$ cat src/rtl/mult_div_unit_pkg.sv
// Shared encodings for the iterative multiply/divide unit.
// Holds the op and FSM state types plus small decode helpers.
package mult_div_unit_pkg;

    localparam int MDU_WIDTH = 32;

    typedef enum logic [1:0] {
        OP_MULT  = 2'b00,
        OP_MULTU = 2'b01,
        OP_DIV   = 2'b10,
        OP_DIVU  = 2'b11
    } mdu_op_e;

    typedef enum logic [1:0] {
        S_IDLE = 2'b00,
        S_CALC = 2'b01,
        S_FIX  = 2'b10
    } mdu_state_e;

    // Even encodings are the signed variants, upper bit selects divide.
    function automatic logic op_is_signed(input logic [1:0] op);
        return ~op[0];
    endfunction

    function automatic logic op_is_div(input logic [1:0] op);
        return op[1];
    endfunction

endpackage

$ cat src/rtl/mult_div_unit_sign_fix.sv
// Conditional two's-complement negate; used for operand magnitude
// and for sign correction of product, quotient and remainder.
module mdu_sign_fix #(
    parameter int W = 32
) (
    input  logic [W-1:0] val,
    input  logic         neg,
    output logic [W-1:0] res
);

    logic signed [W-1:0] val_s;

    assign val_s = $signed(val);
    assign res   = neg ? $unsigned(-val_s) : val;

endmodule

$ cat src/rtl/mult_div_unit.sv
// Iterative radix-2 multiply/divide unit with architectural HI/LO.
// Operands are latched as magnitudes; signs are restored in the FIX state.
module mult_div_unit
    import mult_div_unit_pkg::*;
#(
    parameter int WIDTH = MDU_WIDTH,
    parameter int CNT_W = 5
) (
    input  logic             clk,
    input  logic             rst,
    input  logic             start,
    input  logic [1:0]       op,
    input  logic [WIDTH-1:0] src_a,
    input  logic [WIDTH-1:0] src_b,
    input  logic             mthi,
    input  logic             mtlo,
    input  logic [WIDTH-1:0] wr_data,
    output logic             busy,
    output logic             done,
    output logic             div_by_zero,
    output logic [WIDTH-1:0] hi,
    output logic [WIDTH-1:0] lo
);

    mdu_state_e         state_q, state_d;
    logic [CNT_W-1:0]   cnt_q;
    logic               accept;

    logic [1:0]         op_q;
    logic               sign_a_q, sign_b_q, b_zero_q;
    logic [WIDTH-1:0]   opb_q;
    logic [2*WIDTH-1:0] acc_q;

    logic               sign_a_in, sign_b_in;
    logic [WIDTH-1:0]   abs_a, abs_b;

    logic [WIDTH:0]     mul_sum;
    logic [2*WIDTH-1:0] mul_next;
    logic [WIDTH:0]     div_shift, div_trial;
    logic               div_ge;
    logic [2*WIDTH-1:0] div_next;
    logic [2*WIDTH-1:0] step_next;

    logic [2*WIDTH-1:0] prod_fix;
    logic [WIDTH-1:0]   quo_fix, rem_fix;

    assign accept    = (state_q == S_IDLE) && start;
    assign sign_a_in = op_is_signed(op) & src_a[WIDTH-1];
    assign sign_b_in = op_is_signed(op) & src_b[WIDTH-1];

    mdu_sign_fix #(.W(WIDTH)) u_abs_a (.val(src_a), .neg(sign_a_in), .res(abs_a));
    mdu_sign_fix #(.W(WIDTH)) u_abs_b (.val(src_b), .neg(sign_b_in), .res(abs_b));

    // Multiply: acc low half holds the shrinking multiplier, high half the partial sum.
    assign mul_sum  = {1'b0, acc_q[2*WIDTH-1:WIDTH]} + {1'b0, (acc_q[0] ? opb_q : {WIDTH{1'b0}})};
    assign mul_next = {mul_sum, acc_q[WIDTH-1:1]};

    // Divide: acc high half is the remainder, low half shifts dividend out and quotient in.
    assign div_shift = acc_q[2*WIDTH-1:WIDTH-1];
    assign div_trial = div_shift - {1'b0, opb_q};
    assign div_ge    = ~div_trial[WIDTH];
    assign div_next  = {(div_ge ? div_trial[WIDTH-1:0] : div_shift[WIDTH-1:0]),
                        acc_q[WIDTH-2:0], div_ge};

    assign step_next = op_is_div(op_q) ? div_next : mul_next;

    mdu_sign_fix #(.W(2*WIDTH)) u_fix_prod (
        .val(acc_q), .neg(sign_a_q ^ sign_b_q), .res(prod_fix));
    mdu_sign_fix #(.W(WIDTH)) u_fix_quo (
        .val(acc_q[WIDTH-1:0]), .neg(sign_a_q ^ sign_b_q), .res(quo_fix));
    mdu_sign_fix #(.W(WIDTH)) u_fix_rem (
        .val(acc_q[2*WIDTH-1:WIDTH]), .neg(sign_a_q), .res(rem_fix));

    always_comb begin
        state_d = state_q;
        case (state_q)
            S_IDLE:  if (start) state_d = S_CALC;
            S_CALC:  if (cnt_q == {CNT_W{1'b1}}) state_d = S_FIX;
            S_FIX:   state_d = S_IDLE;
            default: state_d = S_IDLE;
        endcase
    end

    // Control and architectural registers; reset aborts any operation in flight.
    always_ff @(posedge clk) begin
        if (!rst) begin
            state_q     <= S_IDLE;
            cnt_q       <= '0;
            busy        <= 1'b0;
            done        <= 1'b0;
            div_by_zero <= 1'b0;
            hi          <= '0;
            lo          <= '0;
        end else begin
            state_q <= state_d;
            done    <= 1'b0;
            case (state_q)
                S_IDLE: begin
                    if (start) begin
                        busy        <= 1'b1;
                        cnt_q       <= '0;
                        div_by_zero <= 1'b0;
                    end else begin
                        if (mthi) hi <= wr_data;
                        if (mtlo) lo <= wr_data;
                    end
                end
                S_CALC: cnt_q <= cnt_q + CNT_W'(1);
                S_FIX: begin
                    busy <= 1'b0;
                    done <= 1'b1;
                    if (op_is_div(op_q)) begin
                        hi          <= rem_fix;
                        lo          <= b_zero_q ? {WIDTH{1'b1}} : quo_fix;
                        div_by_zero <= b_zero_q;
                    end else begin
                        hi <= prod_fix[2*WIDTH-1:WIDTH];
                        lo <= prod_fix[WIDTH-1:0];
                    end
                end
                default: ;
            endcase
        end
    end

    // Datapath registers carry no reset; they are always reloaded on an accepted start.
    always_ff @(posedge clk) begin
        if (accept) begin
            op_q     <= op;
            sign_a_q <= sign_a_in;
            sign_b_q <= sign_b_in;
            b_zero_q <= (src_b == {WIDTH{1'b0}});
            opb_q    <= abs_b;
            acc_q    <= {{WIDTH{1'b0}}, abs_a};
        end else if (state_q == S_CALC) begin
            acc_q <= step_next;
        end
    end

endmodule

$ cat config.mk
export PLATFORM = sky130hd
export DESIGN_NAME = mult_div_unit
export DESIGN_NICKNAME = d
export VERILOG_FILES = /design/src/rtl/mult_div_unit_pkg.sv /design/src/rtl/mult_div_unit_sign_fix.sv /design/src/rtl/mult_div_unit.sv
export SDC_FILE = /design/constraint.sdc
export NUM_CORES = 1
export LEC_CHECK = 0
export ABC_AREA = 1
export BUFFER_PORTS_ARGS = -buffer_cell sky130_fd_sc_hd__buf_2
export CORE_UTILIZATION = 44
export CTS_BUF_LIST = sky130_fd_sc_hd__clkbuf_16
export CTS_CLUSTER_DIAMETER = 120
export DETAILED_ROUTE_END_ITERATION = 6
export PLACE_DENSITY = 0.75
export SETUP_SLACK_MARGIN = 0.2
export SYNTH_ARGS = -nofsm -noshare
export SYNTH_HDL_FRONTEND = slang
export SYNTH_SLANG_ARGS = --single-unit
$ cat constraint.sdc
create_clock -name clk -period 2.3 [get_ports clk]
set_input_delay 0.115 -clock clk [delete_from_list [all_inputs] [get_ports clk]]
set_output_delay 0.115 -clock clk [all_outputs]
set_load 0.02 [all_outputs]
; Word level (Yosys, flattened, before mapping)
; Index checks and enable logic that the tools add are counted.
[word_totals]
register_bits = 175
output_inout_bits = 67
word_cells = 78
[classes]
n_addsub = 8
eq_ne = 9
mux = 30
bitwise_logic = 5
reduce_logical = 12
[ops]
columns = operator, count
row1 = $mux W32, 15
row2 = $mux W64, 2
row3 = $neg A32 Y32, 4
row4 = $pmux W32 S2, 2
row5 = $neg A64 Y64, 1
row6 = $add A32 B32 Y33, 1
row7 = $sub A33 B32 Y33, 1
row8 = $logic_not A32 Y1, 1
row9 = $ne A2 B2 Y1 const B, 6
row10 = $pmux W5 S2, 1
row11 = $reduce_and A3 Y1, 3
row12 = $reduce_and A2 Y1, 3
row13 = $reduce_bool A2 Y1, 3
row14 = $add A5 B1 Y5 const B, 1
row15 = $eq A5 B5 Y1 const B, 1
row16 = $mux W5, 1
row17 = $mux W1, 4
row18 = $mux W2, 2
row19 = $pmux W1 S2, 2
row20 = $pmux W2 S2, 1
row21 = $and A1 B1 Y1, 2
row22 = $eq A2 B1 Y1 const B, 1
row23 = $eq A2 B2 Y1 const B, 1
row24 = $logic_not A2 Y1, 1
row25 = other kinds (3), 4

; Logic depth before layout (Yosys ltp)
[logic_depth]
ltp_word = 5
mapped_depth = 19

; Modules after synthesis
; From an unflattened synthesis, not the netlist that was laid out.
[unflattened]
hier_cells = 3649
hier_area_um2 = 20463.4
[modules_own_cells]
columns = mod, n_inst, cells_each, area_per_inst_um2
row1 = mult_div_unit, 1, 2251, 13843.3
row2 = mdu_sign_fix (u_abs_a ...), 4, 225, 1052.3
row3 = mdu_sign_fix (u_fix_prod), 1, 498, 2411.1

; Worst setup path before layout
; No wires, ideal clock.
[synth_path]
kind = register -> register
from = reg acc_q[31]
to = reg acc_q[0] (data pin)
t_arrival_ps = 2133
required_ps = 2033
setup_slack_ps = -100
stages_incl_launch_ff = 17
period_less_slack_ps = 2400
cell_sequence = edfxtp_1 > inv_1 > ha_1 > fa_1 > inv_1 > nand3_1 > nand2_2 > nand2_2 > nand2_4 > nand2_4 > nand2_4 > nand2_4 > nand3_4 > nand2_8 > buf_4 > o21ai_0 > o21ai_0
[synth_between]
elab_chain_len = 5
[synth_lines]
columns = item, line_no
row1 = start: declaration, mult_div_unit.sv:32  ; logic [2*WIDTH-1:0] acc_q;
row2 = start signal: assignment, mult_div_unit.sv:134  ; acc_q <= {{WIDTH{1'b0}}, abs_a};
row3 = start signal: assignment, mult_div_unit.sv:136  ; acc_q <= step_next;
row4 = $sub A33 B32 Y33, mult_div_unit.sv:60  ; assign div_trial = div_shift - {1'b0, opb_q};
row5 = $not A1 Y1, mult_div_unit.sv:61  ; assign div_ge = ~div_trial[WIDTH];
row6 = $mux W64, mult_div_unit.sv:65  ; assign step_next = op_is_div(op_q) ? div_next : mul_next;
row7 = $mux W32, mult_div_unit.sv:135  ; end else if (state_q == S_CALC) begin
row8 = $mux W32, mult_div_unit.sv:128  ; if (accept) begin
; No other way between the ends. The select of a mux whose other input is x is not followed.
; A chain may end at the register's enable or synchronous reset.

; Final worst setup path
[layout_path]
from = reg acc_q[0]
to = reg acc_q[47]
[layout_between]
elab_chain_len = 3
[layout_lines]
columns = item, line_no
row1 = $mux W32, mult_div_unit.sv:55  ; assign mul_sum = {1'b0, acc_q[2*WIDTH-1:WIDTH]} + {1'b0, (acc_q[0] ? opb_q : {WIDTH{1'b0}})};
row2 = $add A32 B32 Y33, mult_div_unit.sv:55
row3 = $mux W64, mult_div_unit.sv:65
; No other way between the ends.

==> results.cfg <==
[run_status]
outcome = finished, violations left
violations = negative setup slack

[place]
hpwl_um = 55000
portBuffers = 169
place_ws_ns = -0.206
placed_cell_area_sq_mm = 0.0208
place.gp.congestion = 1.06

[grt]
grt_max_degree = 78
grt_first_pass_wirelength_um = 111000
grt_pass1_vias = 20000
grt_overflow = 0
globalRouteTotalUtil_pct = 35.2
antenna_found_initial = 1

[layout]
drive_above_1_share_pct = 30.3
final_nets = 3663
post-route-util_pct = 63.9
syn2layout_area_growth_pct = 42.5
final_area_sq_mm = 0.0248

[clock_network]
cts_root_buf = clkbuf_16
numClockSinks = 174
cts_buffer_depth = 2
cts_buffers = 17
cts_tree = yes
clkTransAtPathRegs_ns = 0.08
insertion_delay_ns = 0.48
htreeDepth = 4

[floorplanning]
rows = 72
dieArea_sq_mm = 0.0404
ioPinCount = 170
start_util_pct = 44.8
die_h_um = 201
die_w_um = 201
coreArea_sq_mm = 0.0388

[timing]
slew_headroom_pct = 43.8
setup_viol = 67
setup_slack_ns = -0.253
holdWs_ns = 0.0137
final.setup_skew_ns = 0.0230
fmax_mhz = 392
rsz0062_at_grt = true
period_share_pct = 111
tightestPinTransition_ns = 0.843
final-hold-violation-count = 0
min_period_ns = 2.55
slew_viol_final = 0

[logic_synthesis]
synth.area.top_cells = nand2_1, dfxtp_1, edfxtp_1
ys_seq_area_share_pct = 23.9
yosys.area.top_type_share_pct = 20.1
netlist_area_sq_mm = 0.0174
yosys.area.top_type = nand2_1
postSynthAreaPerCell_sq_um = 5.80
yosysWarnings = 0
synth_edf_count = 68
async_flop_share_pct = 0
synth_ff_type = dfxtp_1
synth_cell_type_count = 50
syn-num-nets = 3179
syn_inst = 3004
yosys_register_bits = 174

[critical_path]
crit_slowest_cell = edfxtp_1
cp_slowest_stage_delay_ns = 0.41
path_buf_inv = 4
critPathCaptureType = register
criticalPathCategory = reg2reg
crit_family = simple AND/OR/NAND/NOR gates
path_cells = buf_6 > clkbuf_16 > nand2_4 > inv_2 > ha_4 > fa_2 > nand2_4 > a21oi_4 > nand2_1 > nand2_2 > nand2_2 > nand2_4 > nand2_4 > nand2_1 > nand2_1 > nand3_1 > nand2_1 > inv_1 > a21oi_2
crit_path_start_kind = register
cp.required_ns = 2.71
critPathMaxFanout = 5
arrival_ns = 2.96

[route]
routed_wl_um = 74800
dr.first_iter.drc_count = 2877
vias = 22200
remaining_drc_errors = 0
viasPerCell = 5.51
wl_per_cell_um = 18.6
postRouteAntennaNets = 0
drtPass1Iterations = 6

[run]
drv_cap = 0

[power_and_ir_drop]
power.density_mw_per_mm2 = 632
ir_drop_v = 0.000629
p_leak_nw = 12.5

[worst_hold_path]
min_path_type = in2reg
## power by group
part / internal [W] / total [W] / leakage [nW] / switching (W)
logic: 0.00343 / 0.00874 / 10.7 / 0.00531
registers: 0.00359 / 0.00400 / 1.54 / 0.000407
clock network: 0.00144 / 0.00295 / 0.281 / 0.00151
total: 0.00846 / 0.0157 / 12.5 / 0.00723
## stage by stage
| stage | setup TNS [ns] | instances | total power, W |
|---|---|---|---|
| after floorplan | 0 | 3004 | 0.00803 |
| after global placement | -3.70 | 3883 | 0.0107 |
| after detailed placement | -4.11 | 3883 | 0.0108 |
| after CTS | -1.62 | 3990 | 0.0146 |
| after global routing | -14.23 | 4020 | 0.0165 |
| final | -6.59 | 4020 | 0.0157 |
## cell usage after synthesis (9+ instances only)
cell type    n
a21oi_1    207
a21oi_2     16
a31oi_1     13
buf_2       16
clkbuf_1    62
dfxtp_1    106
edfxtp_1    68
ha_1        70
inv_1      495
inv_2       10
nand2_1    934
nand2_2     23
nand3_1    207
nand3_2     12
nand3b_1     9
nand4_1     35
nor2_1     275
nor3_1      41
o21ai_0    242
o21ai_1     10
xnor2_1     14
xor2_1      63
## final cells by class
class,instances,area [sq um]
multi-input combinational,2236,13400
antenna,1,2.50
fill,3392,14000
tap,518,648
sequential,174,4170
timing repair buffer,552,4160
clock buffer,17,425
inverter,507,1910
clock inverter,15,143
## timing repair
action	CTS	global route
cloned	3	3
buffers inserted	29	26
hold buffers	43	0
resized for setup	284	298
endpoints found under the hold margin	67	0
endpoints found under the setup margin	74	97
pin swaps	66	103
## layer usage
metal	wire, um	track usage, %
met5	0	0
met4	4450	18.8
met3	7970	6.80
met2	31900	52.9
met1	30400	47.6
## cell usage in the layout, fill, tap and decap left out, types with 78 or more instances in the layout
cell type	instances
buf_4	291
nand2_1	810
a21oi_2	78
a21oi_1	139
buf_2	169
dfxtp_1	105
inv_1	466
o21ai_0	197
nand2_2	111
nor2_1	241
nand3_1	131
## logic make-up (layout without fill, tap and decap cells)
family / count (synthesis) / after routing / synth area share, %
xor gates and xnor gates: 77 / 77 / 3.87
DFF: 174 / 174 / 23.9
buffers and inverters: 596 / 1091 / 13.2
other: 0 / 1 / 0
AOI/OAI and AO/OA: 517 / 517 / 15.8
adders and majority gates: 72 / 72 / 5.26
and+or+nand+nor: 1568 / 1570 / 38.0
## registers in the layout (all words and copies together) (netlist names)
signal       cells
lo              32
sign_b_q         1
b_zero_q         1
div_by_zero      1
cnt_q            5
acc_q           64
state_q          2
opb_q           32
done             1
busy             1
sign_a_q         1
hi              32
op_q             1
## worst paths after layout
path	start	to	slack (ns)	depth (start not counted)
setup / recovery	acc_q[0]$_DFFE_PP_	acc_q[47]$_SDFFE_PP0P_	-0.25	19
hold / removal	src_b[4]	opb_q[4]$_DFFE_PP_	0.01	2
setup reg to reg	acc_q[0]$_DFFE_PP_	acc_q[47]$_SDFFE_PP0P_	-0.25	19
hold reg to reg	div_by_zero$_SDFFE_PN0P_	div_by_zero$_SDFFE_PN0P_	0.46	2
(Power assumes the default switching activity.)
